`config.mk`:
```
export PLATFORM = sky130hd
export DESIGN_NAME = rv_go_hazard_ctrl_flat
export DESIGN_NICKNAME = d
export VERILOG_FILES = /design/src/rtl/rv_go_hazard_ctrl_if.sv /design/src/rtl/rv_go_hazard_ctrl.sv /design/src/flat_wrapper.sv
export SDC_FILE = /design/constraint.sdc
export NUM_CORES = 1
export LEC_CHECK = 0
export BUFFER_PORTS_ARGS = -buffer_cell sky130_fd_sc_hd__buf_2
export CAP_MARGIN = 25
export CELL_PAD_IN_SITES_DETAIL_PLACEMENT = 1
export CELL_PAD_IN_SITES_GLOBAL_PLACEMENT = 2
export CORE_UTILIZATION = 31
export CTS_CLUSTER_DIAMETER = 60
export DETAILED_ROUTE_END_ITERATION = 8
export PLACE_DENSITY = 0.88
export SYNTH_ARGS = -nofsm -noshare
export SYNTH_HDL_FRONTEND = slang
export SYNTH_SLANG_ARGS = --single-unit
export TNS_END_PERCENT = 30
```
`constraint.sdc`:
```
create_clock -name clk -period 2.2 [get_ports clk]
set_clock_uncertainty 0.2 [all_clocks]
set_input_delay 0.11 -clock clk [delete_from_list [all_inputs] [get_ports clk]]
set_output_delay 0.11 -clock clk [all_outputs]
set_load 0.01 [all_outputs]
```
`src/rtl/rv_go_hazard_ctrl_if.sv`:
```
// Interface: rv_go_hazard_ctrl_if
// D/E-stage hazard inputs and the stall/flush/forward controls of rv_go_hazard_ctrl.
// master = core pipeline side, slave = hazard controller.
interface rv_go_hazard_ctrl_if #(
    parameter int unsigned STALL_CNT_W = 16
);
    logic                   d_valid;
    logic [4:0]             d_rs1;
    logic [4:0]             d_rs2;
    logic                   d_use_rs1;
    logic                   d_use_rs2;
    logic [4:0]             d_rd;
    logic                   d_reg_w;
    logic                   d_mem_to_reg;
    logic                   e_redirect;
    logic                   stall_f;
    logic                   stall_d;
    logic                   flush_d;
    logic                   flush_e;
    logic [1:0]             fwd_a;
    logic [1:0]             fwd_b;
    logic [STALL_CNT_W-1:0] stall_cnt;

    modport master (
        output d_valid, d_rs1, d_rs2, d_use_rs1, d_use_rs2, d_rd, d_reg_w,
               d_mem_to_reg, e_redirect,
        input  stall_f, stall_d, flush_d, flush_e, fwd_a, fwd_b, stall_cnt
    );

    modport slave (
        input  d_valid, d_rs1, d_rs2, d_use_rs1, d_use_rs2, d_rd, d_reg_w,
               d_mem_to_reg, e_redirect,
        output stall_f, stall_d, flush_d, flush_e, fwd_a, fwd_b, stall_cnt
    );
endinterface

```
`src/rtl/rv_go_hazard_ctrl.sv`:
```
// Module: rv_go_hazard_ctrl
// Pipeline sequencer for the 5-stage rv_go core: shadows the writers in E/M/W,
// generates F/D stalls, D/E flushes and E-stage operand forward selects.
// Optional feature macro: RV_GO_FWD_EN (defined = operand forwarding with
// load-use stall FSM; undefined = stall until the writer retires).
module rv_go_hazard_ctrl #(
    parameter int unsigned STALL_CNT_W = 16,
    parameter int unsigned RF_BYPASS   = 1
) (
    input logic                clk,
    input logic                rst,
    rv_go_hazard_ctrl_if.slave hz
);
    localparam int unsigned REG_W = 5;

    // A writer is reduced to "really writes a non-zero rd" plus the rd itself.
    typedef struct packed {
        logic             wr;
        logic [REG_W-1:0] rd;
    } writer_t;

    writer_t                d_writer;
    writer_t                e_writer;
    writer_t                m_writer;
    writer_t                w_writer;
    logic                   d_use1;
    logic                   d_use2;
    logic                   d_hit_e;
    logic                   d_hit_m;
    logic                   d_hit_w;
    logic                   w_haz;
    logic                   stall_req;
    logic                   stall;
    logic                   flush_e;
    logic [1:0]             fwd_a_raw;
    logic [1:0]             fwd_b_raw;
    logic [STALL_CNT_W-1:0] stall_cnt_q;

    function automatic logic hit(writer_t w, logic en, logic [REG_W-1:0] rs);
        return w.wr & en & (w.rd == rs);
    endfunction

    // Qualify the D instruction and match its sources against each writer.
    always_comb begin
        d_writer.wr = hz.d_valid & hz.d_reg_w & (hz.d_rd != '0);
        d_writer.rd = hz.d_rd;
        d_use1      = hz.d_valid & hz.d_use_rs1;
        d_use2      = hz.d_valid & hz.d_use_rs2;
        d_hit_e     = hit(e_writer, d_use1, hz.d_rs1) | hit(e_writer, d_use2, hz.d_rs2);
        d_hit_m     = hit(m_writer, d_use1, hz.d_rs1) | hit(m_writer, d_use2, hz.d_rs2);
        d_hit_w     = hit(w_writer, d_use1, hz.d_rs1) | hit(w_writer, d_use2, hz.d_rs2);
        w_haz       = (RF_BYPASS == 0) && d_hit_w;
    end

`ifdef RV_GO_FWD_EN
    typedef enum logic {
        RUN     = 1'b0,
        LDSTALL = 1'b1
    } state_t;

    state_t           state;
    logic             load_use;
    logic             e_load;
    logic             e_use1;
    logic             e_use2;
    logic [REG_W-1:0] e_rs1;
    logic [REG_W-1:0] e_rs2;

    // Load-use detection and E operand select; M wins over W.
    always_comb begin
        load_use  = e_load & d_hit_e;
        stall_req = load_use | w_haz;
        fwd_a_raw = 2'b00;
        fwd_b_raw = 2'b00;
        if (hit(m_writer, e_use1, e_rs1)) begin
            fwd_a_raw = 2'b10;
        end else if (hit(w_writer, e_use1, e_rs1)) begin
            fwd_a_raw = 2'b01;
        end
        if (hit(m_writer, e_use2, e_rs2)) begin
            fwd_b_raw = 2'b10;
        end else if (hit(w_writer, e_use2, e_rs2)) begin
            fwd_b_raw = 2'b01;
        end
    end

    // Load-use FSM and E-stage source shadow; a redirect always returns to RUN.
    always_ff @(posedge clk or negedge rst) begin
        if (!rst) begin
            state  <= RUN;
            e_load <= 1'b0;
            e_use1 <= 1'b0;
            e_use2 <= 1'b0;
            e_rs1  <= '0;
            e_rs2  <= '0;
        end else begin
            case (state)
                RUN:     state <= (load_use && !hz.e_redirect) ? LDSTALL : RUN;
                // E holds the bubble while the load sits in M; a fresh hazard re-enters.
                LDSTALL: state <= (load_use && !hz.e_redirect) ? LDSTALL : RUN;
                default: state <= RUN;
            endcase
            e_load <= ~flush_e & hz.d_valid & hz.d_mem_to_reg;
            e_use1 <= ~flush_e & d_use1;
            e_use2 <= ~flush_e & d_use2;
            e_rs1  <= hz.d_rs1;
            e_rs2  <= hz.d_rs2;
        end
    end
`else
    logic unused_load;

    // Without forwarding, D waits until no in-flight writer matches it.
    always_comb begin
        stall_req   = d_hit_e | d_hit_m | w_haz;
        fwd_a_raw   = 2'b00;
        fwd_b_raw   = 2'b00;
        unused_load = hz.d_mem_to_reg;
    end
`endif

    // A redirect overrides any stall and squashes both D and E.
    always_comb begin
        stall   = stall_req & ~hz.e_redirect;
        flush_e = stall | hz.e_redirect;
    end

    // Writer shadow pipeline and saturating stall counter.
    always_ff @(posedge clk or negedge rst) begin
        if (!rst) begin
            e_writer    <= '0;
            m_writer    <= '0;
            w_writer    <= '0;
            stall_cnt_q <= '0;
        end else begin
            e_writer <= flush_e ? '0 : d_writer;
            m_writer <= e_writer;
            w_writer <= m_writer;
            if (stall && (stall_cnt_q != '1)) begin
                stall_cnt_q <= stall_cnt_q + STALL_CNT_W'(1);
            end
        end
    end

    // Controls are forced quiet while reset is asserted.
    always_comb begin
        hz.stall_f   = rst & stall;
        hz.stall_d   = rst & stall;
        hz.flush_d   = rst & hz.e_redirect;
        hz.flush_e   = rst & flush_e;
        hz.fwd_a     = rst ? fwd_a_raw : 2'b00;
        hz.fwd_b     = rst ? fwd_b_raw : 2'b00;
        hz.stall_cnt = stall_cnt_q;
    end
endmodule

```
`src/flat_wrapper.sv`:
```
// flat-port wrapper written by rule: the top's interface ports become plain ports
module rv_go_hazard_ctrl_flat 
#(
    parameter int unsigned STALL_CNT_W = 16,
    parameter int unsigned RF_BYPASS   = 1
)
  (clk, rst, hz_d_valid, hz_d_rs1, hz_d_rs2, hz_d_use_rs1, hz_d_use_rs2, hz_d_rd, hz_d_reg_w, hz_d_mem_to_reg, hz_e_redirect, hz_stall_f, hz_stall_d, hz_flush_d, hz_flush_e, hz_fwd_a, hz_fwd_b, hz_stall_cnt);
  rv_go_hazard_ctrl_if #(.STALL_CNT_W(STALL_CNT_W)) hz_i ();
  input logic clk;
  input logic rst;
  input wire logic [$bits(hz_i.d_valid)-1:0] hz_d_valid;
  input wire logic [$bits(hz_i.d_rs1)-1:0] hz_d_rs1;
  input wire logic [$bits(hz_i.d_rs2)-1:0] hz_d_rs2;
  input wire logic [$bits(hz_i.d_use_rs1)-1:0] hz_d_use_rs1;
  input wire logic [$bits(hz_i.d_use_rs2)-1:0] hz_d_use_rs2;
  input wire logic [$bits(hz_i.d_rd)-1:0] hz_d_rd;
  input wire logic [$bits(hz_i.d_reg_w)-1:0] hz_d_reg_w;
  input wire logic [$bits(hz_i.d_mem_to_reg)-1:0] hz_d_mem_to_reg;
  input wire logic [$bits(hz_i.e_redirect)-1:0] hz_e_redirect;
  output wire logic [$bits(hz_i.stall_f)-1:0] hz_stall_f;
  output wire logic [$bits(hz_i.stall_d)-1:0] hz_stall_d;
  output wire logic [$bits(hz_i.flush_d)-1:0] hz_flush_d;
  output wire logic [$bits(hz_i.flush_e)-1:0] hz_flush_e;
  output wire logic [$bits(hz_i.fwd_a)-1:0] hz_fwd_a;
  output wire logic [$bits(hz_i.fwd_b)-1:0] hz_fwd_b;
  output wire logic [$bits(hz_i.stall_cnt)-1:0] hz_stall_cnt;
  assign hz_i.d_valid = hz_d_valid;
  assign hz_i.d_rs1 = hz_d_rs1;
  assign hz_i.d_rs2 = hz_d_rs2;
  assign hz_i.d_use_rs1 = hz_d_use_rs1;
  assign hz_i.d_use_rs2 = hz_d_use_rs2;
  assign hz_i.d_rd = hz_d_rd;
  assign hz_i.d_reg_w = hz_d_reg_w;
  assign hz_i.d_mem_to_reg = hz_d_mem_to_reg;
  assign hz_i.e_redirect = hz_e_redirect;
  assign hz_stall_f = hz_i.stall_f;
  assign hz_stall_d = hz_i.stall_d;
  assign hz_flush_d = hz_i.flush_d;
  assign hz_flush_e = hz_i.flush_e;
  assign hz_fwd_a = hz_i.fwd_a;
  assign hz_fwd_b = hz_i.fwd_b;
  assign hz_stall_cnt = hz_i.stall_cnt;
  rv_go_hazard_ctrl #(.STALL_CNT_W(STALL_CNT_W), .RF_BYPASS(RF_BYPASS)) u_core (.clk(clk), .rst(rst), .hz(hz_i));
endmodule
```
==> results.json <==
{
  "status": "finished clean",
  "total_power_w": 0.0009597,
  "period_share": 0.9731,
  "initial_core_util": 0.3331,
  "wl_per_cell_um": 16.29,
  "finalSetupViolations": 0,
  "synth_cells": 136,
  "yosysTopAreaCell": "dfrtp_1",
  "seq_area_frac_synth": 0.4671,
  "cp.arrival_ns": 1.83,
  "instances_no_fill": 245,
  "grt_max_degree": 19,
  "vdd_drop_max_v": 0.0002172,
  "cts_tree": "done",
  "maxCapViolCount": 0,
  "maxSlewViolCount": 0,
  "rows": 24,
  "rsz0062_at_grt": "true",
  "crit_family": "simple AND/OR/NAND/NOR gates",
  "hp-class": "input port to flop",
  "vias_per_cell": 5.118,
  "grt_pass1_vias": 1390,
  "drt-total-wl_um": 3991,
  "layout.area.seq_um2": 700.7,
  "dieArea_um2": 5122,
  "dp.cells": 233,
  "chipHeight_um": 71.57,
  "crit_slowest_cell": "dfrtp_1",
  "diodes": 0,
  "crit_buf_inv": 2,
  "cp_max_fo": 10,
  "finalHoldViolCount": 0,
  "synthDistinctLibCells": 32,
  "antenna_left": 0,
  "grt.overflow.total": 0,
  "cts.sinks": 28,
  "endpoint_kind": "output port",
  "clock_latency_ns": 0.27,
  "ys_ff_latch": 28,
  "synth_area_per_cell_um2": 11.03,
  "fill_cells": 517,
  "nNetsFinal": 219,
  "dr.pass1.iters": 4,
  "path_depth": 8,
  "die_w_um": 71.57,
  "synth_top_area_share": 0.4671,
  "worstMarginPinSlew_ns": 0.5386,
  "fin_crit_ns": 2.141,
  "htreeDepth": 1,
  "yosysWarnings": 0,
  "p_per_area_nw_per_um2": 480.6,
  "cts-buffers-inserted": 3,
  "syn-cell-area_um2": 1500,
  "hpwl_um": 3086,
  "startpoint_type": "flop",
  "drcViolationCount": 0,
  "dr_total_vias": 1254,
  "portBuffers": 41,
  "area_growth_pct": 33.11,
  "hold_depth": 3,
  "clockRootBuffer": "clkbuf_8",
  "finalSetupTns_ns": 0,
  "crit_chain": "xnor2_1 > nand4_1 > o22ai_2 > nor3_2 > buf_6 > and2b_2 > nor2b_1 > buf_2",
  "crit_type": "flop to output port",
  "routabilityCongestion": 0.8906,
  "grt_use_total": 0.1658,
  "core_um2": 4504,
  "drt_iter0_drc": 32,
  "clk_path_buf_depth": 2,
  "fmax_mhz": 467.1,
  "r2r_cells": 7,
  "num_io_pins": 47,
  "ys_top_cells_by_area": "dfrtp_1 47%, xnor2_1 11%, xor2_1 9.3%",
  "cp_data_required_time_ns": 1.89,
  "clk_pin_slew_ns": 0.09,
  "leakage_nw": 0.9731,
  "cpPeakStageDelay_ns": 0.44,
  "antenna_found_initial": 0,
  "grt_pass1_wl_um": 6568,
  "multiInputGateArea_um2": 829.5,
  "slew_headroom": 0.6397,
  "final_layout_size_suffix_gt1_frac": 0.3731
}
==> flip-flops by register name, summed over array words and instances (netlist names) <==
| signal | flops |
|---|---|
| u_core.e_writer | 6 |
| u_core.hz.stall_cnt | 16 |
| u_core.m_writer | 6 |
==> cells in the final DEF, fill, tap and decap left out, types with 3 or more instances in the layout <==
master         count
buf_2             41
dfrtp_1           28
xor2_1            16
xnor2_1           13
nand4_1            9
and2_1             8
dlygate4sd3_1      8
buf_4              8
xnor2_2            5
nand3_1            5
nor4_1             5
nand2_1            4
conb_1             4
nor3_2             3
nor4_2             3
nand4b_1           3
nor2_1             3
clkbuf_8           3
==> worst register-to-register path, stage by stage, from the launching register on <==
cell	delay, ns
dfrtp_1	0.40
ha_1	0.23
and2_1	0.20
nand4_1	0.18
nor2_2	0.11
or4_1	0.42
nor2_1	0.15
xor2_1	0.16
==> path summary, 6_finish.rpt <==
| check | start | to | slack (ns) |
|---|---|---|---|
| max | u_core.e_writer[2] | hz_flush_e | 0.06 |
| min | hz_e_redirect | u_core.hz.stall_cnt[10] | 0.20 |
| max reg2reg | u_core.hz.stall_cnt[0] | u_core.hz.stall_cnt[8] | 0.08 |
| min reg2reg | u_core.e_writer[5] | u_core.m_writer[5] | 0.23 |
| max in group asynchronous | rst | u_core.e_writer[4] | 0.96 |
| min in group asynchronous | rst | u_core.hz.stall_cnt[8] | 0.21 |
==> logic make-up (layout without fill, tap and decap cells) <==
logic type / after synthesis / after routing / share of synthesized area
simple gates: 59 / 59 / 0.2544
compound gates: 3 / 3 / 0.01668
flops: 28 / 28 / 0.4671
mux: 2 / 2 / 0.01501
buf+inv: 8 / 62 / 0.03753
fa+ha+maj: 1 / 1 / 0.008339
xor+xnor: 34 / 34 / 0.1985
other cells: 1 / 4 / 0.002500
==> layout make-up <==
class | count | area share
clock buffers | 3 | 0.02068
inverters | 1 | 0.001880
multi-input cells | 103 | 0.4154
flip-flops and latches | 28 | 0.3509
well taps | 52 | 0.03258
repair buffers | 58 | 0.1786
==> report_power, final <==
group	internal, W	total [W]	switching [W]
sequential	0.000528	0.000543	0.0000146
clock	0.000123	0.000276	0.000153
combinational	0.0000720	0.000141	0.0000690
==> Yosys cell counts <==
library cell	n
dfrtp_1	28
xnor2_1	18
xor2_1	16
nand4_1	9
and2_1	8
nor4_1	8
buf_4	5
nand3_1	5
nand2_1	4
nand4b_1	3
nor2_1	3
nor3_2	3
nor4b_1	3
mux2_2	2
nand2b_1	2
nor3_1	2
or4_1	2
and2b_2	1
and3_1	1
and3b_2	1
and4_1	1
buf_6	1
clkbuf_1	1
conb_1	1
ha_1	1
inv_1	1
nor2_2	1
nor2b_1	1
nor3b_1	1
o2111a_1	1
o211ai_1	1
o22ai_1	1
==> layer usage <==
layer,track usage,share of wire,up-vias
met3,0.01828,0.031,4
met5,0,0,-
met2,0.3249,0.55,34
met4,0.03922,0.010,0
met1,0.1921,0.41,628
li1,-,-,588
==> per-stage QoR <==
stage / hold slack (ns) / util / area [µm²] / worst slack, ns
2_1_floorplan: -0.3856 / - / 1511 / 0.2026
4_1_cts: 0.1939 / 0.4344 / 1957 / -0.02212
3_5_place_dp: -0.1756 / 0.3972 / 1789 / -0.1094
6_report: 0.2037 / 0.4433 / 1997 / 0.05907
5_1_grt: 0.2279 / 0.4433 / 1997 / -0.05898
3_3_place_gp: -0.1842 / 0.3972 / 1789 / 0.06199
==> timing repair <==
action / in CTS / in global routing
endpoints found under the hold margin: 34 / 0
setup buffers: 1 / 0
hold buffers: 8 / 0
pin swaps: 4 / 5
setup endpoints to repair: 6 / 12
gates resized for setup: 6 / 6
(Power assumes the default switching activity.)
